--- src/rtl/mem_arbiter_pkg.sv ---
// mem_arbiter_pkg: shared FSM encoding, requester IDs and default widths for mem_arbiter.
package mem_arbiter_pkg;
  typedef enum logic [1:0] {ST_IDLE, ST_BUSY, ST_DONE} state_t;
  localparam logic [1:0] REQ_IF = 2'd0;
  localparam logic [1:0] REQ_LD = 2'd1;
  localparam logic [1:0] REQ_ST = 2'd2;
  localparam int W_DEF = 32;
  localparam int TIMEOUT_DEF = 15;
  localparam int STARVE_DEF = 4;
endpackage

--- src/rtl/mem_arbiter_arb_picker.sv ---
// arb_picker: combinational one-hot grant, store > load > fetch unless fetch is starved.
module arb_picker
  import mem_arbiter_pkg::*;
(
  input  logic       i_if_req,
  input  logic       i_ld_req,
  input  logic       i_st_req,
  input  logic       i_starve,
  output logic [2:0] o_grant
);
  logic w_if, w_ld, w_st;
  assign w_if = i_if_req && (i_starve || !(i_st_req || i_ld_req));
  assign w_st = i_st_req && !w_if;
  assign w_ld = i_ld_req && !i_st_req && !w_if;
  always_comb begin
    o_grant = '0;
    o_grant[REQ_IF] = w_if;
    o_grant[REQ_LD] = w_ld;
    o_grant[REQ_ST] = w_st;
  end
endmodule

--- src/rtl/mem_arbiter.sv ---
// mem_arbiter: three-requester (fetch/load/store) arbiter onto a single memory port,
// one transaction in flight, with fetch anti-starvation and a memory-ack timeout.
module mem_arbiter
  import mem_arbiter_pkg::*;
#(
  parameter int W       = W_DEF,
  parameter int TIMEOUT = TIMEOUT_DEF,
  parameter int STARVE  = STARVE_DEF
) (
  input  logic         clk,
  input  logic         rst_n,
  input  logic         i_if_req,
  input  logic         i_ld_req,
  input  logic         i_st_req,
  input  logic [W-1:0] i_if_addr,
  input  logic [W-1:0] i_ld_addr,
  input  logic [W-1:0] i_st_addr,
  input  logic [W-1:0] i_st_wdata,
  input  logic [3:0]   i_st_be,
  output logic         o_if_ack,
  output logic         o_ld_ack,
  output logic         o_st_ack,
  output logic [W-1:0] o_if_rdata,
  output logic [W-1:0] o_ld_rdata,
  output logic         o_bus_err,
  output logic         o_mem_req,
  output logic         o_mem_we,
  output logic [W-1:0] o_mem_addr,
  output logic [W-1:0] o_mem_wdata,
  output logic [3:0]   o_mem_be,
  input  logic         i_mem_ack,
  input  logic [W-1:0] i_mem_rdata
);
  localparam int TW = $clog2(TIMEOUT + 1);
  localparam int SW = $clog2(STARVE + 1);

  state_t       r_state, w_next;
  logic [1:0]   r_win;
  logic [W-1:0] r_addr, r_wdata, r_if_rdata, r_ld_rdata;
  logic [3:0]   r_be;
  logic         r_we, r_err;
  logic [TW-1:0] r_tcnt;
  logic [SW-1:0] r_starve;
  logic [2:0]   w_grant;
  logic         w_any, w_busy, w_done, w_timeout, w_finish;

  assign w_any     = i_if_req || i_ld_req || i_st_req;
  assign w_busy    = r_state == ST_BUSY;
  assign w_done    = r_state == ST_DONE;
  assign w_timeout = r_tcnt == TW'(TIMEOUT - 1);
  assign w_finish  = w_busy && (i_mem_ack || w_timeout);

  arb_picker u_picker (
    .i_if_req (i_if_req),
    .i_ld_req (i_ld_req),
    .i_st_req (i_st_req),
    .i_starve (r_starve == SW'(STARVE)),
    .o_grant  (w_grant)
  );

  always_comb begin
    w_next = r_state;
    unique case (r_state)
      ST_IDLE: w_next = w_any ? ST_BUSY : ST_IDLE;
      ST_BUSY: w_next = w_finish ? ST_DONE : ST_BUSY;
      ST_DONE: w_next = ST_IDLE;
      default: w_next = ST_IDLE;
    endcase
  end

  always_ff @(posedge clk or negedge rst_n) begin
    if (!rst_n) begin
      r_state    <= ST_IDLE;
      r_win      <= REQ_IF;
      r_addr     <= '0;
      r_wdata    <= '0;
      r_be       <= '0;
      r_we       <= 1'b0;
      r_err      <= 1'b0;
      r_tcnt     <= '0;
      r_starve   <= '0;
      r_if_rdata <= '0;
      r_ld_rdata <= '0;
    end else begin
      r_state <= w_next;
      if (r_state == ST_IDLE && w_any) begin
        r_win    <= w_grant[REQ_ST] ? REQ_ST : w_grant[REQ_LD] ? REQ_LD : REQ_IF;
        r_addr   <= w_grant[REQ_ST] ? i_st_addr : w_grant[REQ_LD] ? i_ld_addr : i_if_addr;
        r_wdata  <= w_grant[REQ_ST] ? i_st_wdata : '0;
        r_be     <= w_grant[REQ_ST] ? i_st_be : 4'hF;
        r_we     <= w_grant[REQ_ST];
        r_tcnt   <= '0;
        r_starve <= w_grant[REQ_IF] ? '0 :
                    (i_if_req && r_starve != SW'(STARVE)) ? r_starve + 1'b1 : r_starve;
      end
      if (w_busy)
        r_tcnt <= r_tcnt + 1'b1;
      // An ack landing on the final timeout cycle still counts as success.
      if (w_finish) begin
        r_err <= !i_mem_ack;
        if (r_win == REQ_IF)
          r_if_rdata <= i_mem_ack ? i_mem_rdata : '0;
        if (r_win == REQ_LD)
          r_ld_rdata <= i_mem_ack ? i_mem_rdata : '0;
      end
    end
  end

  assign o_mem_req   = w_busy;
  assign o_mem_we    = w_busy && r_we;
  assign o_mem_addr  = w_busy ? r_addr : '0;
  assign o_mem_wdata = w_busy ? r_wdata : '0;
  assign o_mem_be    = w_busy ? r_be : 4'h0;
  assign o_if_ack    = w_done && r_win == REQ_IF;
  assign o_ld_ack    = w_done && r_win == REQ_LD;
  assign o_st_ack    = w_done && r_win == REQ_ST;
  assign o_bus_err   = w_done && r_err;
  assign o_if_rdata  = r_if_rdata;
  assign o_ld_rdata  = r_ld_rdata;
endmodule

--- config.mk ---
export PLATFORM = sky130hd
export DESIGN_NAME = mem_arbiter
export DESIGN_NICKNAME = d
export VERILOG_FILES = /design/src/rtl/mem_arbiter_pkg.sv /design/src/rtl/mem_arbiter_arb_picker.sv /design/src/rtl/mem_arbiter.sv
export SDC_FILE = /design/constraint.sdc
export NUM_CORES = 1
export LEC_CHECK = 0
export ABC_AREA = 1
export BUFFER_PORTS_ARGS = -buffer_cell sky130_fd_sc_hd__buf_2
export CAP_MARGIN = 20
export CORE_MARGIN = 5
export CORE_UTILIZATION = 52
export DETAILED_ROUTE_END_ITERATION = 10
export GPL_ROUTABILITY_DRIVEN = 0
export GPL_TIMING_DRIVEN = 1
export HOLD_SLACK_MARGIN = 0.05
export PLACE_DENSITY = 0.86
export SETUP_SLACK_MARGIN = 0.05
export SLEW_MARGIN = 10
export SYNTH_ARGS = -nofsm -noshare
export SYNTH_HDL_FRONTEND = slang
export SYNTH_SLANG_ARGS = --single-unit
--- constraint.sdc ---
create_clock -name clk -period 3 [get_ports clk]
set_clock_uncertainty 0.05 [all_clocks]
set_input_delay 0 -clock clk [delete_from_list [all_inputs] [get_ports clk]]
set_output_delay 0 -clock clk [all_outputs]
set_load 0.01 [all_outputs]
* Word-level counts from Yosys, hierarchy flattened *
Cells that the tools add are included.
W data, S select, Z words.

word-level totals
  bits in registers = 145
  output and inout bits = 138

operators by class
  muxes and demuxes = 17
  $add $sub $neg = 2
  equal/unequal tests = 7
  reductions and logical operators = 28

operators by type and width
  cell                   count
  $mux W32               6
  $mux W4                4
  $logic_and A1 B1 Y1    12
  $mux W3                2
  $reduce_and A2 Y1      3
  $logic_or A1 B1 Y1     5
  $add A4 B1 Y4 const B  1
  $eq A2 B1 Y1 const B   2
  $eq A2 B2 Y1 const B   2
  $eq A4 B4 Y1 const B   1
  $logic_not A1 Y1       4
  $logic_not A2 Y1       2
  $mux W2                2
  $pmux W2 S2            1
  $reduce_bool A2 Y1     2
  $add A3 B1 Y3 const B  1
  $eq A3 B3 Y1 const B   1
  $ne A3 B3 Y1 const B   1
  $mux W1                2

* Depth between registers and ports, before layout *
Gate-level depths: netlist of the first run.

  word-level depth = 8
  mapped depth = 11
  depth with buffers taken out = 10

* By module *
Synthesis of the first run repeated with hierarchy kept, for this count alone.

second synthesis, totals
  cells, all modules = 1033
  area total of the unflattened synthesis = 7531.0 um2

by module, submodules not included
  module       times used  area an instance (um2)  cells each
  mem_arbiter  1           7472.2                  1023
  arb_picker   1           58.8                    10

* Least setup slack after synthesis of the first run *
Ideal clock, no wire load.

  kind = flip-flop to flip-flop
  start point = reg r_tcnt[0]
  end point = reg r_ld_rdata[23] (netlist: o_ld_rdata[23])
  clock period less this slack = 1.492 ns
  cell stages (with the launch flop) = 9
  setup slack = 1.508 ns
  buffers on the path = 1
  data arrival time = 1.316 ns
  required time = 2.824 ns
  cells stage by stage = dfrtp_1 > inv_1 > ha_1 > inv_1 > o21ai_4 > nand4_4 > buf_2 > nand2_1 > o21ai_0

between the ends
  cells in the longest elaborated chain, start to end = 4

RTL lines
  item                                line                RTL
  start: declaration                  mem_arbiter.sv:42   logic [TW-1:0] r_tcnt;
  start signal: assignment            mem_arbiter.sv:97   r_tcnt <= r_tcnt + 1'b1;
  $eq A4 B4 Y1                        mem_arbiter.sv:50   assign w_timeout = r_tcnt == TW'(TIMEOUT - 1);
  $logic_or A1 B1 Y1                  mem_arbiter.sv:51   assign w_finish = w_busy && (i_mem_ack || w_timeout);
  $logic_and A1 B1 Y1                 mem_arbiter.sv:51
  $reduce_and A2 Y1 (no source line)  --
  end signal: assignment              mem_arbiter.sv:104  r_ld_rdata <= i_mem_ack ? i_mem_rdata : '0;
  end: declaration                    mem_arbiter.sv:39   logic [W-1:0] r_addr, r_wdata, r_if_rdata, r_ld_rdata;

Every way passes these cells.
A chain may end at the register's enable or synchronous reset.

* Worst setup path in the final report of the first run *
  start point = reg r_starve[0]
  end point = reg r_addr[12]

between the ends
  cells in the longest elaborated chain, start to end = 7

RTL lines
  item                      line                                                        RTL
  start: declaration        mem_arbiter.sv:43                                           logic [SW-1:0] r_starve;
  start signal: assignment  mem_arbiter.sv:93                                           r_starve <= w_grant[REQ_IF] ? '0 :
  $eq A3 B3 Y1 (*)          mem_arbiter.sv:57                                           .i_starve (r_starve == SW'(STARVE)),
  $logic_or A1 B1 Y1 (*)    mem_arbiter_arb_picker.sv:12                                assign w_if = i_if_req && (i_starve || !(i_st_req || i_ld_req));
  $logic_and A1 B1 Y1 (*)   mem_arbiter_arb_picker.sv:12
  $logic_not A1 Y1 (*)      mem_arbiter_arb_picker.sv:13, mem_arbiter_arb_picker.sv:14
  $logic_and A1 B1 Y1       mem_arbiter_arb_picker.sv:14                                assign w_ld = i_ld_req && !i_st_req && !w_if;
  $mux W32                  mem_arbiter.sv:88                                           r_addr <= w_grant[REQ_ST] ? i_st_addr : w_grant[REQ_LD] ? i_ld_addr : i_if_addr;
  $mux W32 (*)              mem_arbiter.sv:88
  end signal: assignment    mem_arbiter.sv:88
  end: declaration          mem_arbiter.sv:39

Mark *: on every way between the ends. The rest lies on a longest branch, timed or not.

==> results.md, run 1 <==
* CTS Buffer Depth at 2
* Clk Latency, worst-skew pair at ~410 ps
* Site Rows at 43
* CTS Buf Count at 17
* Compound-Gate Fraction of Synth Area at around 8.5%
* RSZ-0062 raised after global routing: false
* CP top delay family: buffers and inverters
* Initial Util at a little over half
* Reg-to-Reg Start: r_starve[0]$_DFFE_PN0P_
* Clock Sinks at ~140
* Leading register cell type out of synthesis: dfrtp_1
* Worst vdd ir at between 0.5 and 0.6 mV
* Number of port buffers at a little over 300
* Worst setup margin at between 200 and 300 ps
* R2R setup slack at between 200 and 300 ps
* Async SR Flop Fraction at 100%
* CP max stage cell: dlygate4sd3_1
* Chip height at between 100 and 150 um
* Largest net degree at the start of global routing at between 70 and 80
* # H-tree levels at 4
* Comb power frac at a little over two fifths
* Top Metal Used: met4
* Cell Int Power at 0.00548 W
* Leading cell type by number of instances after synthesis: nand2_1
* Number of hold violations in the final report at 0
* Main combinational cell family by area after synthesis: simple AND/OR/NAND/NOR gates
* CP Cell Sequence: inv_1 > ha_1 > nand2_1 > o21ai_2 > nand2_4 > nand2_8 > nand2_1 > nand3_1 > dlygate4sd3_1 > nand2_1 > nand2_1 > dlygate4sd3_1
* Avg Vias per Cell at 5.42
* # Post-CTS Setup Buffers at 0
* Ys Warns at 0
* Vias at a little under 9000
* Die area at between 15000 and 20000 um2
* DRT iter0 DRCs at around 850
* DPL Wire Length at around 15000 um
* TNS Setup at 0 ps
* Hold crit path type: in2async
* Layout cell share with drive strength beyond 1 at between 20% and 30%
* Simple-Gate Fraction of Synth Area at 28.2%
* GRT Util Overall at about a third
* Worst reg2reg endpoint: r_addr[12]$_DFFE_PN0P_
* FF+latch count, synth at roughly 140
* Mux cell area share after synthesis at 0%
* Max-slew headroom at between 40% and 50%
* Pwr/cell area at around 850 nW/um2
* Finish-stage setup viols at 0
* CP required at 3250 ps
* P_sw at approximately 0.0040 W
* XOR/XNOR Fraction of Synth Area at less than 1%
* Clock-pin slew on the worst setup and hold paths at 60 ps
* Worst-Margin Slew at ~890 ps
* Worst Path Buf+Inv at 3
* Dpl ws at 787 ps
* Final Cycle Share at about 91%
* Adder-cell area share of the yosys netlist at less than 1%
* Crit Path Category: reg2reg
* Post-layout util at around four fifths
* CTS tree: yes
* DRT Pass-1 Iters at 5
* Worst r2r path cells at 12
* WL per Instance at about 18 um
* Max-Cap Viols at 0
* Sequential share of the synthesized area at between 50% and 60%
* Synth unique cells at 27
* EDFF count, synth at 0
* CP Capture Type: flip-flop
* Min Tclk post-route at ~2700 ps
* Crit path DAT at around 3000 ps
* Post-synth top area cell: dfrtp_1
* Ports at approximately 310
* Routed wl met2 at around 14000 um
* Area growth from synthesis to layout at 53.6%
* Syn Nets at 1134
* DRT Wirelength at between 20000 and 30000 um
* Fmax at roughly 0.37 GHz
* Initial antenna violation count at 0
* Die Width at approximately 130 um
* Met3 wire len at around 3100 um
* Critical Path Most Common Cell: nand2_1
* Largest fanout on the critical path at 33
* Status: complete, no violations
* Final Max Tran Viols at 0
* Commonest cells post-synth: nand2_1 (298), inv_1 (146), dfrtp_1 (144)
* Post-synthesis average cell area at 7.49 um2
* First-pass GRT wire length at between 40000 and 50000 um
* Crit start category: flip-flop
* Mapped Area at about 7200 um2
* Slowest stage delay, CP at roughly 600 ps
* Main area contributors after synthesis: dfrtp_1 (50%), nand2_1 (16%), inv_1 (7.6%)
* Layout Nets at 1579
* Wire length on met1 at between 10000 and 15000 um
* Area of the core at 13700 um2
* Sw Share at between 40% and 50%
* Syn Inst Count at 960
* Clk pwr share at between 20% and 30%
* Vias in the first global route at just under 9000
* Final ANT Viol Nets at 0
* GRT overflow at 0
* Share of the synthesized area in the top cell type at about half
* Clk root buf: clkbuf_16
* Remaining DRCs at 0
* Flop pwr share at about 35%
* Lkg Pwr at between 6 and 7 nW
-- power by group through the flow --
stage               sequential [W]  combinational [W]  clock, W
CTS                        0.00320            0.00376   0.00218
global route               0.00332            0.00441   0.00226
detailed placement         0.00321            0.00352         0
finish                     0.00326            0.00403   0.00215
floorplan                  0.00327            0.00216         0
global placement           0.00318            0.00341         0
-- metrics by stage --
stage | area (um2) | std cells | hold WS [ps] | total power (W)
2_1_floorplan | 7190 | 960 | -346 | 0.00543
3_3_place_gp | 8710 | 1398 | 14.7 | 0.00659
3_5_place_dp | 8710 | 1398 | 5.87 | 0.00673
4_1_cts | 11000 | 1597 | 151 | 0.00914
5_1_grt | 11000 | 1598 | 168 | 0.00999
6_report | 11100 | 1600 | 105 | 0.00944
-- layout make-up --
type | instances | area [um2]
clock buffers | 17 | 425
repair buffers | 485 | 3330
flip-flops and latches | 144 | 3600
well taps | 180 | 225
inverters | 148 | 556
diodes | 2 | 5.00
multi-input cells | 609 | 2740
clock inverters | 15 | 174
fillers | 777 | 2670
-- worst max path at each step --
stage,start,endpoint,slack [ps],cells after the start
3_5_place_dp,r_tcnt[0]$_DFFE_PN0P_,o_if_rdata[11]$_DFFE_PN0P_,790,6
4_1_cts,r_starve[0]$_DFFE_PN0P_,r_addr[12]$_DFFE_PN0P_,80,12
2_1_floorplan,r_tcnt[0]$_DFFE_PN0P_,o_ld_rdata[23]$_DFFE_PN0P_,1510,8
6_report,r_starve[0]$_DFFE_PN0P_,r_addr[12]$_DFFE_PN0P_,270,12
3_3_place_gp,r_starve[0]$_DFFE_PN0P_,r_wdata[10]$_DFFE_PN0P_,840,9
5_1_grt,r_starve[0]$_DFFE_PN0P_,r_addr[12]$_DFFE_PN0P_,140,12
-- state kept, by name (all words and copies together), names as in the netlist --
name / flops
o_if_rdata: 32
o_ld_rdata: 32
r_addr: 32
r_wdata: 32
r_be: 4
r_tcnt: 4
r_starve: 3
r_state: 2
r_win: 2
r_err: 1
-- layer usage --
metal,vias up,GRT usage (%)
met2,702,58.6
li1,3830,-
met4,0,20.7
met1,3980,40.2
met3,161,8.44
met5,-,0
-- cell families after synthesis --
logic type | Yosys count
AO/OA/AOI/OAI | 118
buffers and inverters | 207
adder cells (fa/ha/maj) | 4
flip-flops | 144
XOR/XNOR | 2
AND/OR/NAND/NOR | 485
-- cell usage in the layout (no fill, tap or decap), drive strengths merged --
cell         instances
o21bai               2
dlygate4sd3        167
dfrtp              144
nand2              302
inv                156
buf                317
nor2                76
diode                2
a21oi                1
clkinv               1
bufinv               2
nor3                 3
ha                   4
xor2                 2
clkbuf              18
o21ai              115
clkinvlp             4
nand3              102
nand4                2
-- repair_timing --
action / in CTS / in global routing
gates resized for setup: 0 / 8
endpoints found under the setup margin: 0 / 1
hold buffers: 167 / 0
endpoints found under the hold margin: 208 / 0
-- worst register-to-register path: cells and delay by family, from the launching register on --
family	cells	cell delay, ps
adder cells (fa/ha/maj)	1	190
AND/OR/NAND/NOR	7	750
flip-flops	1	360
buffers and inverters	3	1210
AO/OA/AOI/OAI	1	70
Power figures use the tool's default switching activity.
==> inputs of run 2 (changes only) <==
--- a/config.mk
+++ b/config.mk
@@ -6,10 +6,11 @@
 export NUM_CORES = 1
 export LEC_CHECK = 0
 export ABC_AREA = 1
-export BUFFER_PORTS_ARGS = -buffer_cell sky130_fd_sc_hd__buf_2
+export BUFFER_PORTS_ARGS = -buffer_cell sky130_fd_sc_hd__clkbuf_2
 export CAP_MARGIN = 20
 export CORE_MARGIN = 5
 export CORE_UTILIZATION = 52
+export CTS_CLUSTER_SIZE = 10
 export DETAILED_ROUTE_END_ITERATION = 10
 export GPL_ROUTABILITY_DRIVEN = 0
 export GPL_TIMING_DRIVEN = 1
==> run 2 against run 1 <==
- flip-flop and latch count unchanged
- wire length down 0.29%
- power down 0.86%
- combinational power up 2%
- clock power down 8%
- critical path depth unchanged
- die area unchanged
- first-iteration DRC count up 5.5%
- sequential share of layout area up 0.14 points
- register-to-register slack worse by 110 ps
- fmax down 4.0%
- largest cell class unchanged
==> results.md, run 2 (synthesis gave the netlist of run 1 again) <==
* DRT iter0 DRCs at roughly 900
* CTS Buffer Depth at 2
* Largest fanout on the critical path at 33
* WL per Instance at 17.9 um
* GRT overflow at 0
* Site Rows at between 40 and 50
* Total power at between 0.009 and 0.01 W
* Area of the core at between 10000 and 15000 um2
* Clk Latency, worst-skew pair at a little over 400 ps
* Vias at about 8700
* Clk root buf: clkbuf_16
* Largest net degree at the start of global routing at 76
* Finish-stage setup viols at 0
* Die Width at between 100 and 150 um
* # Post-CTS Setup Buffers at 0
* Lkg Pwr at about 6.1 nW
* Layout cell share with drive strength beyond 1 at around a quarter
* Number of port buffers at around 300
* Initial Util at between 50% and 60%
* Remaining DRCs at 0
* Initial antenna violation count at 2
* Worst r2r path cells at 12
* Filler Cells Inserted at 755
* DRT Wirelength at approximately 29000 um
* Critical path depth in cells at 12
* Number of hold violations in the final report at 0
* CTS Buf Count at 17
* CTS tree: yes
* Crit Path Category: reg2reg
* Chip height at about 130 um
* Clock-pin slew on the worst setup and hold paths at about 60 ps
* Final Max Tran Viols at 0
* Layout Nets at 1576
* Worst vdd ir at 0.467 mV
* Clock Sinks at 144
* Slowest stage delay, CP at 580 ps
* CP top delay family: buffers and inverters
* Area growth from synthesis to layout at 52.9%
* Pwr/cell area at between 800 and 900 nW/um2
* Final ANT Viol Nets at 0
* Fmax at between 0.3 and 0.4 GHz
* GRT Util Overall at between 30 and 40%
* Worst reg2reg endpoint: r_addr[7]$_DFFE_PN0P_
* Avg Vias per Cell at about 5.5
* # H-tree levels at 4
* Hold crit path type: in2async
* Status: complete, no violations
* R2R setup slack at 150 ps
* First-pass GRT wire length at 44500 um
* Crit start category: flip-flop
* Ports at slightly above 300
* CP max stage cell: dlygate4sd3_1
* Critical Path Most Common Cell: nand2_1
* WHS at 102 ps
* Final Cycle Share at 94.9%
* Worst Path Buf+Inv at 3
* CP required at about 3300 ps
* Worst-Margin Slew at ~800 ps
* DRT Pass-1 Iters at 8
* Die area at ~16000 um2
* Max-slew headroom at between 40 and 50%
* Reg-to-Reg Start: r_starve[0]$_DFFE_PN0P_
* Most common cell after layout, fill and taps aside: clkbuf_2
* CP Cell Sequence: inv_1 > ha_1 > nand2_1 > o21ai_2 > nand2_4 > nand2_8 > nand2_1 > nand3_1 > dlygate4sd3_1 > nand2_1 > dlygate4sd3_1 > nand2_1
* Max-Cap Viols at 0
* Crit path DAT at 3100 ps
* Worst Setup SP: r_starve[0]$_DFFE_PN0P_
* CP Capture Type: flip-flop
* Most frequent cells in the layout: clkbuf_2 (306), nand2_1 (297), dlygate4sd3_1 (167)
* Critical Path End: r_addr[7]$_DFFE_PN0P_
* Min Tclk post-route at approximately 2800 ps
* DPL Wire Length at between 10000 and 15000 um
* Vias in the first global route at ~8800
==> run 2: changes by cell type in the layout (fill, tap and decap cells not counted), sizes merged <==
cell / previous run / this run
buf: 317 / 8
clkbuf: 18 / 329
clkinv: 1 / 4
clkinvlp: 4 / 3
inv: 156 / 149
bufinv: 2 / 1
==> run 2: worst min-delay path by stage <==
stage	end	slack [ps]	cells past startpoint
2_1_floorplan	o_if_rdata[0]$_DFFE_PN0P_	-350	0
6_report	o_if_rdata[5]$_DFFE_PN0P_	100	2
3_5_place_dp	o_if_rdata[5]$_DFFE_PN0P_	-10	1
4_1_cts	o_if_rdata[5]$_DFFE_PN0P_	110	2
3_3_place_gp	o_if_rdata[1]$_DFFE_PN0P_	-20	1
5_1_grt	o_if_rdata[5]$_DFFE_PN0P_	150	2
==> run 2: metrics by stage <==
step	area, um2	setup slack (ps)	TNS [ps]	utilization [%]	cells
after global routing	11000	-1.08	-1.08	80.2	1596
final	11000	153	0	80.2	1596
after CTS	10900	63.2	0	79.7	1593
after global placement	8710	868	0	63.5	1395
after floorplan	7190	1510	0	-	960
after detailed placement	8710	794	0	63.5	1395
==> run 2: layout make-up <==
cell class	count	area (um2)	area share, %
clock inverters	9	85.1	0.773
diodes	2	5.00	0.0455
well taps	180	225	2.05
multi-input cells	609	2740	24.9
inverters	148	556	5.05
clock buffers	22	464	4.22
repair buffers	482	3330	30.3
flip-flops and latches	144	3600	32.7
==> run 2: where the power goes <==
group | internal, W | switching, W
logic | 0.00150 | 0.00261
clock network | 0.00118 | 0.000798
registers | 0.00278 | 0.000487
==> run 2: timing repair <==
| item | 4_1_cts | 5_1_grt |
|---|---|---|
| setup endpoints to repair | 0 | 10 |
| hold endpoints to repair | 206 | 0 |
| gates resized for setup | 0 | 8 |
| hold buffers | 167 | 0 |
==> run 2: layer usage <==
layer	track usage (%)	vias up	routed length, um	share of wire [%]
li1	-	3823	-	-
met1	39.5	3985	9530	33
met2	56.5	742	13700	48
met3	10.6	182	3460	12
met4	22.0	0	1830	6.4
met5	0	-	0	0
